File: config.mk
export PLATFORM = sky130hd
export DESIGN_NAME = accel_i2c_sequencer
export DESIGN_NICKNAME = d
export VERILOG_FILES = /design/src/rtl/accel_i2c_sequencer.sv
export SDC_FILE = /design/constraint.sdc
export NUM_CORES = 1
export LEC_CHECK = 0
export ABC_CLOCK_PERIOD_IN_PS = 6030
export BUFFER_PORTS_ARGS = -buffer_cell sky130_fd_sc_hd__buf_2
export CORE_UTILIZATION = 55
export DETAILED_ROUTE_END_ITERATION = 10
export PLACE_DENSITY = 0.76
export SKIP_LAST_GASP = 1
export SYNTH_ARGS = -nofsm -noshare
export SYNTH_HDL_FRONTEND = slang
export SYNTH_SLANG_ARGS = --single-unit
File: constraint.sdc
create_clock -name clk -period 6.03 [get_ports clk]
set_clock_uncertainty 0.15 [all_clocks]
set_input_delay 0.3015 -clock clk [delete_from_list [all_inputs] [get_ports clk]]
set_output_delay 0.3015 -clock clk [all_outputs]
set_load 0.01 [all_outputs]
File: src/rtl/accel_i2c_sequencer.sv
// Accelerometer I2C command sequencer: writes the init table, then polls X/Y/Z.
// Ports: clk/reset, cmd_* to byte engine, eng_* from engine, accel_*/status out.
module accel_i2c_sequencer #(
    parameter logic [6:0] SLAVE_ADDR  = 7'h53,
    parameter int         POLL_CYCLES = 500,
    parameter int         MAX_RETRY   = 3
) (
    input  logic        clk,
    input  logic        reset,
    output logic        cmd_valid,
    input  logic        cmd_ready,
    output logic [1:0]  cmd_op,
    output logic [7:0]  cmd_data,
    output logic        cmd_nack,
    input  logic        eng_done,
    input  logic [7:0]  eng_rx,
    input  logic        eng_ack_n,
    output logic [15:0] accel_x,
    output logic [15:0] accel_y,
    output logic [15:0] accel_z,
    output logic        sample_valid,
    output logic        init_done,
    output logic        err,
    output logic [3:0]  state_dbg
);

    localparam logic [1:0]  OP_START = 2'b00;
    localparam logic [1:0]  OP_STOP  = 2'b01;
    localparam logic [1:0]  OP_WRITE = 2'b10;
    localparam logic [1:0]  OP_READ  = 2'b11;
    localparam logic [31:0] LP_POLL_LAST = 32'(POLL_CYCLES - 1);
    localparam logic [7:0]  LP_MAX_RETRY = 8'(MAX_RETRY);

    typedef enum logic [3:0] {
        INIT_ST, INIT_AW, INIT_REG, INIT_VAL, INIT_SP, WAIT,
        RD_ST, RD_AW, RD_REG, RD_RS, RD_AR, RD_BYTE, RD_SP,
        PUBLISH, ABORT_SP, FATAL
    } state_t;

    state_t       r_state;
    logic [2:0]   r_idx;
    logic [2:0]   r_byte;
    logic [7:0]   r_retry;
    logic [31:0]  r_poll;
    logic         r_busy;
    logic         r_abort_rd;
    // Bytes shift in from the top, so after six reads X0 sits in [7:0].
    logic [47:0]  r_stage;

    logic [7:0]   w_reg;
    logic [7:0]   w_val;
    logic         w_issue;
    logic [1:0]   w_op;
    logic [7:0]   w_data;
    logic         w_nack;
    logic         w_done;

    assign state_dbg = r_state;
    // A done pulse only counts while a command is actually outstanding.
    assign w_done = r_busy & eng_done;

    always_comb begin
        w_reg = 8'h00;
        w_val = 8'h00;
        case (r_idx)
            3'd0: begin w_reg = 8'h31; w_val = 8'h0B; end
            3'd1: begin w_reg = 8'h2C; w_val = 8'h0B; end
            3'd2: begin w_reg = 8'h24; w_val = 8'h04; end
            3'd3: begin w_reg = 8'h25; w_val = 8'h02; end
            3'd4: begin w_reg = 8'h26; w_val = 8'h02; end
            3'd5: begin w_reg = 8'h27; w_val = 8'hFF; end
            3'd6: begin w_reg = 8'h2D; w_val = 8'h00; end
            default: begin w_reg = 8'h2D; w_val = 8'h08; end
        endcase
    end

    // Command belonging to the current state; also tells which op is in flight.
    always_comb begin
        w_issue = 1'b1;
        w_op    = OP_START;
        w_data  = 8'h00;
        w_nack  = 1'b0;
        case (r_state)
            INIT_ST, RD_ST, RD_RS: w_op = OP_START;
            INIT_AW, RD_AW: begin
                w_op   = OP_WRITE;
                w_data = {SLAVE_ADDR, 1'b0};
            end
            INIT_REG: begin w_op = OP_WRITE; w_data = w_reg; end
            INIT_VAL: begin w_op = OP_WRITE; w_data = w_val; end
            RD_REG:   begin w_op = OP_WRITE; w_data = 8'h32; end
            RD_AR: begin
                w_op   = OP_WRITE;
                w_data = {SLAVE_ADDR, 1'b1};
            end
            RD_BYTE: begin
                w_op   = OP_READ;
                w_nack = (r_byte == 3'd5);
            end
            INIT_SP, RD_SP, ABORT_SP: w_op = OP_STOP;
            default: w_issue = 1'b0;
        endcase
    end

    always_ff @(posedge clk) begin
        if (!reset) begin
            r_state      <= INIT_ST;
            r_idx        <= 3'd0;
            r_byte       <= 3'd0;
            r_retry      <= 8'd0;
            r_poll       <= 32'd0;
            r_busy       <= 1'b0;
            r_abort_rd   <= 1'b0;
            r_stage      <= 48'd0;
            cmd_valid    <= 1'b0;
            cmd_op       <= OP_START;
            cmd_data     <= 8'h00;
            cmd_nack     <= 1'b0;
            accel_x      <= 16'd0;
            accel_y      <= 16'd0;
            accel_z      <= 16'd0;
            sample_valid <= 1'b0;
            init_done    <= 1'b0;
            err          <= 1'b0;
        end else begin
            sample_valid <= 1'b0;
            if (cmd_valid && cmd_ready) begin
                cmd_valid <= 1'b0;
                r_busy    <= 1'b1;
            end else if (w_issue && !cmd_valid && !r_busy) begin
                cmd_valid <= 1'b1;
                cmd_op    <= w_op;
                cmd_data  <= w_data;
                cmd_nack  <= w_nack;
            end
            if (w_done) begin
                r_busy <= 1'b0;
            end

            case (r_state)
                WAIT: begin
                    if (r_poll == LP_POLL_LAST) begin
                        r_poll    <= 32'd0;
                        r_byte    <= 3'd0;
                        r_state   <= RD_ST;
                        cmd_valid <= 1'b1;
                        cmd_op    <= OP_START;
                        cmd_data  <= 8'h00;
                        cmd_nack  <= 1'b0;
                    end else begin
                        r_poll <= r_poll + 32'd1;
                    end
                end
                PUBLISH: begin
                    r_poll  <= 32'd0;
                    r_state <= WAIT;
                end
                FATAL: begin
                    err <= 1'b1;
                end
                default: begin
                    if (w_done) begin
                        if (w_op == OP_WRITE && eng_ack_n) begin
                            r_retry    <= r_retry + 8'd1;
                            r_abort_rd <= (r_state == RD_AW) ||
                                          (r_state == RD_REG) ||
                                          (r_state == RD_AR);
                            r_state    <= ABORT_SP;
                        end else begin
                            case (r_state)
                                INIT_ST:  r_state <= INIT_AW;
                                INIT_AW:  r_state <= INIT_REG;
                                INIT_REG: r_state <= INIT_VAL;
                                INIT_VAL: r_state <= INIT_SP;
                                INIT_SP: begin
                                    r_retry <= 8'd0;
                                    if (r_idx == 3'd7) begin
                                        init_done <= 1'b1;
                                        r_poll    <= 32'd0;
                                        r_state   <= WAIT;
                                    end else begin
                                        r_idx   <= r_idx + 3'd1;
                                        r_state <= INIT_ST;
                                    end
                                end
                                RD_ST:  r_state <= RD_AW;
                                RD_AW:  r_state <= RD_REG;
                                RD_REG: r_state <= RD_RS;
                                RD_RS:  r_state <= RD_AR;
                                RD_AR:  r_state <= RD_BYTE;
                                RD_BYTE: begin
                                    r_stage <= {eng_rx, r_stage[47:8]};
                                    if (r_byte == 3'd5) begin
                                        r_byte  <= 3'd0;
                                        r_state <= RD_SP;
                                    end else begin
                                        r_byte <= r_byte + 3'd1;
                                    end
                                end
                                RD_SP: begin
                                    r_retry      <= 8'd0;
                                    accel_x      <= r_stage[15:0];
                                    accel_y      <= r_stage[31:16];
                                    accel_z      <= r_stage[47:32];
                                    sample_valid <= 1'b1;
                                    r_state      <= PUBLISH;
                                end
                                ABORT_SP: begin
                                    r_byte <= 3'd0;
                                    if (r_retry >= LP_MAX_RETRY) begin
                                        err     <= 1'b1;
                                        r_state <= FATAL;
                                    end else if (r_abort_rd) begin
                                        r_state <= RD_ST;
                                    end else begin
                                        r_state <= INIT_ST;
                                    end
                                end
                                default: ;
                            endcase
                        end
                    end
                end
            endcase
        end
    end

endmodule

# == After elaboration in Yosys (flattened, before gate mapping) ==
# Index checks and enable logic that the tools add are counted.
# W data, S select, Z words.
# totals
regBits,163
inputBits,13
out_inout_bits,67
elab_cells,155
# op_classes
n_addsub,4
order_cmp,1
n_eq_ne,30
n_mux,51
bitwise_logic,9
n_reduce_logical,42
# ops
operator,n
$mux W32,5
$pmux W32 S3,1
$pmux W8 S5,2
$pmux W4 S13,1
$mux W8,6
$add A32 B1 Y32 const B,1
$eq A32 B9 Y1 const B,1
$eq A4 B4 Y1 const B,8
$pmux W5 S6,1
$reduce_and A5 Y1,6
$mux W4,5
$mux W3,6
$eq A4 B3 Y1 const B,4
$reduce_bool A16 Y1,1
$eq A3 B3 Y1 const B,5
$mux W1,15
$reduce_or A2 Y1,7
$reduce_or A13 Y1,1
$pmux W3 S2,2
$pmux W4 S3,1
$reduce_bool A3 Y1,4
$reduce_or A6 Y1,2
$reduce_bool A2 Y1,5
$add A8 B1 Y8 const B,1
other kinds (24),46

# == Logic depth before layout (Yosys ltp) ==
# Gate-level depths: netlist (run 1).
# depth
ltp_word,9
ltp_mapped,8
mapped_depth_nobuf,7

# == Worst setup path after synthesis (run 1) ==
# No wires, ideal clock.
# synth_path
path_type,register -> register
from,reg r_idx[0]
to,reg r_poll[28]
setup_time_ns,0.066
arrival_ns,1.967
required_time_ns,5.814
path_slack_ns,3.846
path_stages_with_launch,8
path_buffers,0
period_less_slack_ns,2.184
path_cell_list,dfxtp_1 -> ha_1 -> ha_1 -> and4b_1 -> o211ai_4 -> or3_4 -> or3_1 -> a21oi_2
# synth_between
elab_chain_cells,3
# synth_rtl
item,line,rtl
start: declaration,41,logic [2:0] r_idx;
start signal: assignment,182,r_idx <= r_idx + 3'd1;
$eq A3 B3 Y1,177,if (r_idx == 3'd7) begin
$reduce_bool A3 Y1 (no line),--,
$reduce_and A5 Y1 (no line),--,
end signal: assignment,151,r_poll <= r_poll + 32'd1;
end: declaration,44,logic [31:0] r_poll;
# No other way between the ends.
# A chain may end at the register's enable or synchronous reset.

# == Worst setup path in the final report (run 1) ==
# layout_path
from,"reg r_state[1], in the netlist state_dbg[1]"
to,reg cmd_op[1]
# layout_between
elab_chain_cells,9
elab_cells_between_ends,25
cone_classes,eq/ne: 13; mux: 6; reduce/logical: 6
# layout_rtl
item,line,rtl
start: declaration,40,state_t r_state;
start signal: assignment,107,r_state <= INIT_ST;
start signal: assignment,145,r_state <= RD_ST;
start signal: assignment,156,r_state <= WAIT;
$eq A4 B3 Y1 (tied with other cells),83,case (r_state)
$reduce_or A13 Y1 (no line),--,
$mux W1,83,
$logic_and A1 B1 Y1 (2 in series),130,end else if (w_issue && !cmd_valid && !r_busy) begin
$mux W2,130,
$mux W2,127,if (cmd_valid && cmd_ready) begin
$mux W2,142,if (r_poll == LP_POLL_LAST) begin
$mux W2 *,140,case (r_state)
end signal: assignment,132,cmd_op <= w_op;
end: declaration,12,"output logic [1:0] cmd_op,"
# Every way passes the cells marked *; elsewhere a longest branch is shown, timed or not.

==> impl_metrics.yaml, run 1 <==
status:
  outcome: "complete, no violations"
setup_path:
  path_class: "reg2reg"
  worst-path-max-fanout: 29
  endpoint: "cmd_op[1]"
  regToRegStartpoint: "state_dbg[1]"
  crit_path_start_kind: "flop"
  critPathLaunch: "state_dbg[1]"
  worstSetupEndpointType: "flop"
  r2r_cells: 5
  cp_data_arrival_time_ps: 2840
  r2r-end: "cmd_op[1]"
  r2r_slack_ps: 3330
  crit_required_ps: 6160
global_route:
  grt_use_total_pct: 24.3
  grt_max_degree: 64
  grt_pass1_vias: 5396
  antenna_found_initial: 0
  grt-ovfl-total: 0
  grt_pass1_wl_mm: 25.5
clock_tree:
  htreeDepth: 4
  cts_buffers: 17
  tritoncts: "built"
  clock_sinks: 163
  clk_latency_ps: 430
  ctsRootBufferMaster: "clkbuf_16"
  clk_pin_slew_ps: 60
  clockBufferDepth: 2
place:
  port_buffers: 79
  dp_cells: 1063
  hpwl_mm: 9.28
  gp_congestion: 0.870
timing:
  period_needed_ps: 2700
  slew_violations: 0
  worstMarginPinSlew_ps: 1120
  setup_violations: 0
  grt_setup_unrepaired: "false"
  fmax_mhz: 370
  relSlewSlack_pct: 24.7
  hold_viol: 0
  fin_crit_sh_pct: 44.8
  finalSetupTns_ps: 0
synthesis:
  yosys_warnings: 0
  avgSynthCellArea_um2: 8.06
  yosysTopAreaCell: "dfxtp_1"
  synth_top_flop_cell: "dfxtp_1"
  postSynthCellCount: 868
  synth_area_mm2: 0.00700
  ys_seq_elements: 163
  syn_nets: 891
  synth_top_area_share_pct: 46.6
  synth_cell_types: 65
  synth_edf_count: 0
  synthTopCellsByArea: "dfxtp_1, nand2_1, a21oi_1"
  ys_seq_area_share_pct: 46.6
  async_flop_share_pct: 0
drt:
  wire_per_inst_um: 13.7
  routed_via_density: 5.50
  antenna_left: 0
  first_pass_iters: 4
  drt_iter0_drc: 401
  drcViolationCount: 0
  routed_wl_mm: 15.1
  dr_total_vias: 6070
floorplan:
  row_count: 40
  die_w_um: 115
  die_h_um: 115
  start_util_pct: 57.3
  io_pins: 80
  core_area_mm2: 0.0122
  dieArea_mm2: 0.0132
cells_and_area:
  fin_nets: 945
  diodes: 0
  multi_input_area_mm2: 0.00342
  fin_cells: 1103
  fin_util_pct: 65.9
  synthToLayoutAreaGrowth_pct: 15.1
  drive_above_1_share_pct: 14.8
  num-fill-cells: 1100
  ff_latch_area_mm2: 0.00326
power:
  powerDensity_mw_per_mm2: 276
  peakVddDrop_uv: 208
  leakagePower_nw: 2.90
  power.total_mw: 2.23
job:
  max-cap-violations: 0
min_path:
  min_path_type: "in2reg"
## cells by family after synthesis
family	Yosys count	synth area share, %
and+or+nand+nor	392	25.8
AOI/OAI and AO/OA	198	16.7
adders and majority gates	10	1.79
muxes	9	1.32
DFF	163	46.6
xor gates and xnor gates	25	3.13
buffers and inverters	71	4.63
## cells in the final DEF, fill, tap and decap left out, types with 3 or more instances in the layout
| cell | instances |
|---|---|
| xor2_1 | 12 |
| nand3_1 | 13 |
| mux2i_1 | 7 |
| ha_1 | 10 |
| nor2b_1 | 3 |
| dfxtp_1 | 163 |
| o22ai_1 | 3 |
| nor4b_1 | 3 |
| clkinvlp_4 | 5 |
| xnor2_1 | 13 |
| buf_4 | 6 |
| a21oi_1 | 129 |
| nand4_1 | 17 |
| nor4_1 | 11 |
| and3_1 | 5 |
| dlygate4sd3_1 | 8 |
| nand2b_1 | 5 |
| o31ai_1 | 7 |
| buf_2 | 79 |
| a22o_1 | 3 |
| nor2_1 | 57 |
| o21ai_0 | 23 |
| nor3_1 | 16 |
| clkbuf_16 | 17 |
| inv_1 | 12 |
| or3_1 | 12 |
| clkinv_2 | 4 |
| or4_1 | 4 |
| and4_1 | 5 |
| nand2_1 | 223 |
| a211oi_1 | 7 |
## flip-flops by register name, indices dropped and copies added (netlist names)
register,count
cmd_data,8
r_busy,1
r_byte,3
r_abort_rd,1
r_retry,8
cmd_op,2
r_poll,32
err,1
init_done,1
r_idx,3
accel_y,16
accel_x,16
sample_valid,1
cmd_nack,1
state_dbg,4
r_stage,48
cmd_valid,1
accel_z,16
## Yosys cell counts (3+ instances only)
cell type and number:
clkbuf_1 35, a22o_1 3, xnor2_1 13, nor4_1 11, o31ai_1 7, nor2_1 58
buf_2 16, buf_6 4, o21ai_0 23, or4_1 4, nand2_1 223, nand4_1 17
mux2i_1 7, nand3_1 13, nor4b_1 3, inv_1 13, a21oi_1 129, nor2b_1 3
or3_1 12, and4_1 5, nor3_1 17, o22ai_1 3, xor2_1 12, a211oi_1 7
and3_1 5, dfxtp_1 163, ha_1 10, nand2b_1 5
## area by class of cell
type,count,share of cell area [%]
multi-input combinational,634,42.5
sequential,163,40.5
timing repair buffer,93,6.46
clock buffer,20,5.67
tap,168,2.61
clock inverter,12,1.62
inverter,13,0.622
## layer usage
layer / vias to the layer above / wire (µm) / track usage, %
li1: 3096 / - / -
met2: 135 / 6840 / 35.9
met3: 19 / 802 / 7.22
met1: 2820 / 7250 / 33.8
met4: 0 / 189 / 8.83
met5: - / 0 / 0
## critical path, cell delays in order (launching register included)
cell,delay [ps]
dfxtp_1,860
nand2b_1,260
a311oi_2,850
o21ai_0,210
o22ai_1,160
nor2_1,50
## where the power goes
group          internal, mW  leakage (nW)  total [mW]  switching (mW)
clock network         0.630         0.274        1.06           0.435
registers              1.08          1.31        1.09         0.00719
logic                0.0252          1.31      0.0710          0.0458
total                  1.74          2.90        2.23           0.488
## per-stage QoR
step / setup slack (ps) / hold WS, ps / instance area [µm²]
floorplan: 3850 / 282 / 7000
global placement: 3370 / 290 / 7380
detailed placement: 3400 / 293 / 7380
CTS: 3340 / 49.9 / 8050
global route: 3050 / 50.9 / 8050
finish: 3330 / 57.1 / 8050
## how the worst min path moves through the flow
stage	start	to	slack, ps	cells after the start
2_1_floorplan	r_stage[0]	accel_x[0]	280	2
3_3_place_gp	accel_x[15]	accel_x[15]	290	2
3_5_place_dp	accel_z[0]	accel_z[0]	290	2
4_1_cts	eng_done	r_busy	50	3
5_1_grt	reset	cmd_valid	50	2
6_report	reset	cmd_valid	60	2
## timing repair
item | CTS | global route
hold endpoints to repair | 8 | 0
gates resized for setup | 0 | 0
setup buffers | 0 | 0
setup endpoints to repair | 0 | 0
hold buffers | 8 | 0
No activity file was read; power rests on OpenSTA's default activity.
==> inputs of run 2 (changes only) <==
--- a/config.mk
+++ b/config.mk
@@ -5,11 +5,12 @@
 export SDC_FILE = /design/constraint.sdc
 export NUM_CORES = 1
 export LEC_CHECK = 0
-export ABC_CLOCK_PERIOD_IN_PS = 6030
+export ABC_AREA = 1
+export ABC_CLOCK_PERIOD_IN_PS = 2700
 export BUFFER_PORTS_ARGS = -buffer_cell sky130_fd_sc_hd__buf_2
 export CORE_UTILIZATION = 55
 export DETAILED_ROUTE_END_ITERATION = 10
-export PLACE_DENSITY = 0.76
+export PLACE_DENSITY = 0.75
 export SKIP_LAST_GASP = 1
 export SYNTH_ARGS = -nofsm -noshare
 export SYNTH_HDL_FRONTEND = slang
==> constraint.sdc (replaced) <==
create_clock -name clk -period 2.7 [get_ports clk]
set_clock_uncertainty 0.15 [all_clocks]
set_input_delay 0.135 -clock clk [delete_from_list [all_inputs] [get_ports clk]]
set_output_delay 0.135 -clock clk [all_outputs]
set_load 0.01 [all_outputs]
==> run 2 against run 1 <==
Net effect:
- synthesized area up 11%
- combinational power rose to 3.6 times the previous value
- fmax up 25%
- critical path depth rose by 4
- synthesized cell count up 30%
- routed wire length up 28%
- final cell count grew 26%
- setup slack worse by 2800 ps
==> impl_metrics.yaml, run 2 <==
synthesis:
  avgSynthCellArea_um2: 6.88
  async_flop_share_pct: 0
  synth_xor_area_share_pct: 1.13
  ys_seq_area_share_pct: 42.1
  synth_top_flop_cell: "dfxtp_1"
  synth_cell_types: 36
  syn_nets: 1151
  synthTopCellsByArea: "dfxtp_1, nand2_1, a21oi_1"
  synth_edf_count: 0
  postSynthCellCount: 1128
  synth.most_common_cell: "nand2_1"
  synth_top_area_share_pct: 42.1
  ys_seq_elements: 163
  synth-simple-area-share_pct: 35.5
  synthAdderAreaFrac_pct: 1.61
  synth_common_cells: "nand2_1, dfxtp_1, a21oi_1, nand3_1, nor2_1"
  yosys_warnings: 0
  synth_top_family_by_area: "simple AND/OR/NAND/NOR gates"
  synthMuxAreaShare_pct: 0
  synth_compound_area_share_pct: 12.3
  synth_area_mm2: 0.00776
  yosysTopAreaCell: "dfxtp_1"
setup_path:
  r2r_slack_ps: 530
  cp_slowest_cell: "dfxtp_1"
  path_cells: "ha_1, ha_1, nand3_1, nand2_1, nand2_2, inv_2, nand2_1, nand2_4, a21oi_1"
  r2r-end: "r_poll[3]"
  crit_path_start_kind: "flop"
  path_delay_family: "simple AND/OR/NAND/NOR gates"
  crit_cells: 9
  path_class: "reg2reg"
  cp_data_arrival_time_ps: 2370
  r2r_cells: 9
  critPathBufInv: 1
  crit_required_ps: 2900
  slowest_delay_ps: 330
  worstSetupEndpointType: "flop"
  worst-path-max-fanout: 20
  regToRegStartpoint: "r_idx[0]"
min_path:
  hold_depth: 4
  hold_start: "eng_done"
  hold_end: "err"
  min_path_type: "in2reg"
cells_and_area:
  largest_reg_flops: 48
  synthToLayoutAreaGrowth_pct: 15.2
  fin_util_pct: 64.6
  multi_input_area_mm2: 0.00392
  drive_above_1_share_pct: 13.6
  final_cell_mix: "nand2_1, dfxtp_1, nand3_1, a21oi_1, nor2_1"
  fin_nets: 1216
  final_common_cell: "nand2_1"
  regMostFlops: "r_stage"
  diodes: 0
  top_regs: "r_stage (48), r_poll (32)"
  ff_latch_area_mm2: 0.00326
  num-fill-cells: 1275
global_route:
  grt_pass1_wl_mm: 32.0
  grt_pass1_vias: 6697
  grt_use_total_pct: 27.2
  antenna_found_initial: 0
  grt-ovfl-total: 0
  grt_max_degree: 59
timing:
  fin_crit_sh_pct: 80.3
  grt_setup_unrepaired: "false"
  slew_violations: 0
  worstMarginPinSlew_ps: 560
  finalSetupTns_ps: 0
  worst_slack_ps: 532
  hold_viol: 0
  setup_violations: 0
  relSlewSlack_pct: 62.6
  fmax_mhz: 461
  period_needed_ps: 2170
floorplan:
  die_h_um: 121
  core_area_mm2: 0.0138
  die_w_um: 121
  dieArea_mm2: 0.0146
  io_pins: 80
  row_count: 43
  start_util_pct: 56.1
place:
  hpwl_mm: 13.0
  port_buffers: 79
  gp_congestion: 0.947
  pre_cts_ws_ps: 542
clock_tree:
  clk_latency_ps: 420
  cts_resized: 0
  ctsRootBufferMaster: "clkbuf_16"
  clk_pin_slew_ps: 70
  clockBufferDepth: 2
  clock_sinks: 163
  htreeDepth: 4
  cts_buffers: 17
  tritoncts: "built"
drt:
  routed_via_density: 5.36
  routed_wl_mm: 19.3
  met2_length_mm: 9.03
  dr_total_vias: 7434
  highest_layer: "met4"
  wl_met3_mm: 1.01
  wire_per_inst_um: 13.9
  first_pass_iters: 5
  wl_met1_mm: 8.99
  antenna_left: 0
  drt_iter0_drc: 575
  drcViolationCount: 0
power:
  powerDensity_mw_per_mm2: 598
  peakVddDrop_uv: 553
  leakagePower_nw: 3.49
  power.total_mw: 5.34
job:
  max-cap-violations: 0
status:
  outcome: "complete, no violations"
run 2: changes by cell type in the layout (fill, tap and decap cells not counted), moves of 11 or more:
cell / change
inv_1: +51
nand3_1: +139
or3_1: -12
nor2_1: +54
xnor2_1: -11
a21oi_1: +23
nand2_1: +92
nor4_1: -11
run 2: tightest hold or removal path, delay by kind of cell:
family          cells  cell delay [ps]
simple gates        2              310
buf+inv             1              100
compound gates      1               50
run 2: report_power, final:
group	total (mW)	internal [mW]	switching, mW
clock	2.64	1.58	1.06
combinational	0.259	0.0823	0.177
sequential	2.44	2.42	0.0207
total	5.34	4.08	1.26
run 2: layer usage:
layer,vias to the layer above,GRT usage [%]
li1,3825,-
met1,3379,37.0
met2,214,43.7
met3,16,5.71
met4,0,7.33
met5,-,0
run 2: area by class of cell:
cell class / instances / area share [%]
Multi-Input combinational cell: 835 / 43.8
Tap cell: 180 / 2.52
Sequential cell: 163 / 36.5
Clock buffer: 17 / 4.76
Inverter: 74 / 3.15
Clock inverter: 15 / 2.39
Timing Repair Buffer: 102 / 6.81
run 2: worst max-delay path by stage:
stage	startpoint	endpoint
floorplan	r_idx[1]	r_poll[2]
global placement	state_dbg[2]	r_poll[18]
detailed placement	r_idx[0]	r_poll[3]
CTS	r_idx[0]	r_poll[3]
global route	r_idx[0]	r_poll[22]
finish	r_idx[0]	r_poll[3]
run 2: timing repair:
| action | CTS | global route |
|---|---|---|
| hold buffers | 11 | 0 |
| setup buffers | 0 | 0 |
| hold endpoints to repair | 15 | 0 |
run 2: logic make-up after synthesis:
group | Yosys count
compound gates | 187
flops | 163
xor+xnor | 10
buf+inv | 130
fa+ha+maj | 10
simple gates | 628
run 2: per-stage QoR:
stage / cells / hold slack (ps) / area (µm²)
floorplan: 1128 / 150 / 7760
global placement: 1343 / 263 / 8180
detailed placement: 1343 / 260 / 8180
CTS: 1386 / 62.6 / 8930
global route: 1386 / 74.0 / 8930
finish: 1386 / 75.2 / 8930
==> inputs of run 3 (changes only) <==
--- a/config.mk
+++ b/config.mk
@@ -6,7 +6,7 @@
 export NUM_CORES = 1
 export LEC_CHECK = 0
 export ABC_AREA = 1
-export ABC_CLOCK_PERIOD_IN_PS = 2700
+export ABC_CLOCK_PERIOD_IN_PS = 2000
 export BUFFER_PORTS_ARGS = -buffer_cell sky130_fd_sc_hd__buf_2
 export CORE_UTILIZATION = 55
 export DETAILED_ROUTE_END_ITERATION = 10
==> constraint.sdc (replaced) <==
create_clock -name clk -period 2 [get_ports clk]
set_clock_uncertainty 0.15 [all_clocks]
set_input_delay 0.1 -clock clk [delete_from_list [all_inputs] [get_ports clk]]
set_output_delay 0.1 -clock clk [all_outputs]
set_load 0.01 [all_outputs]
==> run 3 against run 2 <==
Net effect:
- setup slack worse by 360 ps
- clock power is 32% higher
- hold slack lost 38 ps
- global-route usage grew 0.71 points
- power rose by 34%
- count of clock-buffer cells in the layout is 1 higher
- sequential power grew 35%
- combinational power rose by 42%
- via count grew 3.1%
- register-to-register slack got worse by 360 ps
- first-iteration DRC count down 11%
- critical path type unchanged
- largest cell class unchanged
==> impl_metrics.yaml, run 3 (synthesis results as in run 2) <==
setup_path:
  worstSetupEndpointType: "flop"
  path_class: "reg2reg"
  cp_data_arrival_time_ps: 2000
  crit_required_ps: 2170
  worst-path-max-fanout: 7
  crit_path_start_kind: "flop"
clock_tree:
  clk_latency_ps: 430
  tritoncts: "built"
  htreeDepth: 4
  ctsRootBufferMaster: "clkbuf_16"
  clock_sinks: 163
  post_cts_buffers: 0
  clk_pin_slew_ps: 70
  clockBufferDepth: 2
  cts_buffers: 17
cells_and_area:
  regMostFlops: "r_stage"
  final_cell_mix: "nand2_1, dfxtp_1, nand3_1, a21oi_1, nor2_1"
  num-fill-cells: 1221
  largest_reg_flops: 48
  fin_cells: 1401
  diodes: 0
  drive_above_1_share_pct: 15.5
  fin_nets: 1231
  top_regs: "r_stage (48), r_poll (32)"
  final_common_cell: "nand2_1"
  final_area_mm2: 0.00913
  ff_latch_area_mm2: 0.00327
  multi_input_area_mm2: 0.00393
  synthToLayoutAreaGrowth_pct: 17.7
place:
  dp_cells: 1358
  pre_cts_ws_ps: 104
  port_buffers: 79
  hpwl_mm: 13.3
  dpl_cell_area_mm2: 0.00837
  gp_congestion: 0.932
drt:
  routed_wl_mm: 19.7
  routed_via_density: 5.47
  first_pass_iters: 5
  dr_total_vias: 7661
  drt_iter0_drc: 509
  wire_per_inst_um: 14.0
  antenna_left: 0
  drcViolationCount: 0
power:
  leakagePower_nw: 3.58
  powerDensity_mw_per_mm2: 784
  peakVddDrop_uv: 628
floorplan:
  die_h_um: 121
  core_area_mm2: 0.0138
  dieArea_mm2: 0.0146
  row_count: 43
  die_w_um: 121
  io_pins: 80
  start_util_pct: 56.1
timing:
  grt_setup_unrepaired: "false"
  period_needed_ps: 1830
  fin_hold_ws_ps: 37.6
  slew_violations: 0
  fmax_mhz: 546
  hold_viol: 0
  worst_slack_ps: 168
  setup_violations: 0
  relSlewSlack_pct: 69.7
  finalSetupTns_ps: 0
  fin_crit_sh_pct: 91.6
  worstMarginPinSlew_ps: 454
global_route:
  grt_pass1_vias: 6770
  grt_use_total_pct: 27.9
  grt_pass1_wl_mm: 32.5
  grt-ovfl-total: 0
  grt_max_degree: 64
  antenna_found_initial: 0
min_path:
  min_path_type: "in2reg"
job:
  max-cap-violations: 0
status:
  outcome: "complete, no violations"
run 3: layout make-up:
| cell class | count | share of cell area [%] |
|---|---|---|
| well taps | 180 | 2.47 |
| flip-flops and latches | 163 | 35.8 |
| multi-input cells | 835 | 43.1 |
| clock buffers | 18 | 4.81 |
| inverters | 74 | 3.08 |
| repair buffers | 117 | 8.71 |
| clock inverters | 14 | 2.08 |
run 3: what timing repair did:
| action | 4_1_cts | 5_1_grt |
|---|---|---|
| setup endpoints to repair | 0 | 17 |
| gates resized for setup | 0 | 11 |
| hold endpoints to repair | 33 | 0 |
| hold buffers | 11 | 0 |
run 3: where the power goes:
group          total [mW]  switching, mW  internal [mW]
registers            3.30         0.0260           3.27
logic               0.369          0.247          0.122
clock network        3.49           1.45           2.04
run 3: critical path, cell delays in order, from the launching register on:
cell	delay [ps]
dfxtp_1	460
inv_2	140
nor2_4	180
nand2_1	100
nand2_1	100
o21ai_0	90
nor2_1	180
nand2_2	140
nor2_1	130
nor2_1	50
run 3: final timing paths:
kind / startpoint / to / slack (ps) / cells after the start
worst min register to register: accel_x[6] / accel_x[6] / 310 / 2
worst min-delay path: eng_done / err / 40 / 4
worst max register to register: state_dbg[0] / state_dbg[1] / 170 / 9
worst max-delay path: state_dbg[0] / state_dbg[1] / 170 / 9
run 3: layer usage:
layer  global-route usage (%)  share of wire [%]  up-vias
met4                     9.88                1.6        0
met3                     5.33                5.7       29
li1                         -                  -     3851
met1                     37.4                 45     3524
met5                        0                  0        -
met2                     44.9                 47      257
run 3: through the flow:
stage | total power [mW] | utilization [%]
floorplan | 3.62 | -
global placement | 3.72 | 60.5
detailed placement | 3.72 | 60.5
CTS | 7.20 | 65.9
global route | 7.40 | 66.0
finish | 7.16 | 66.0
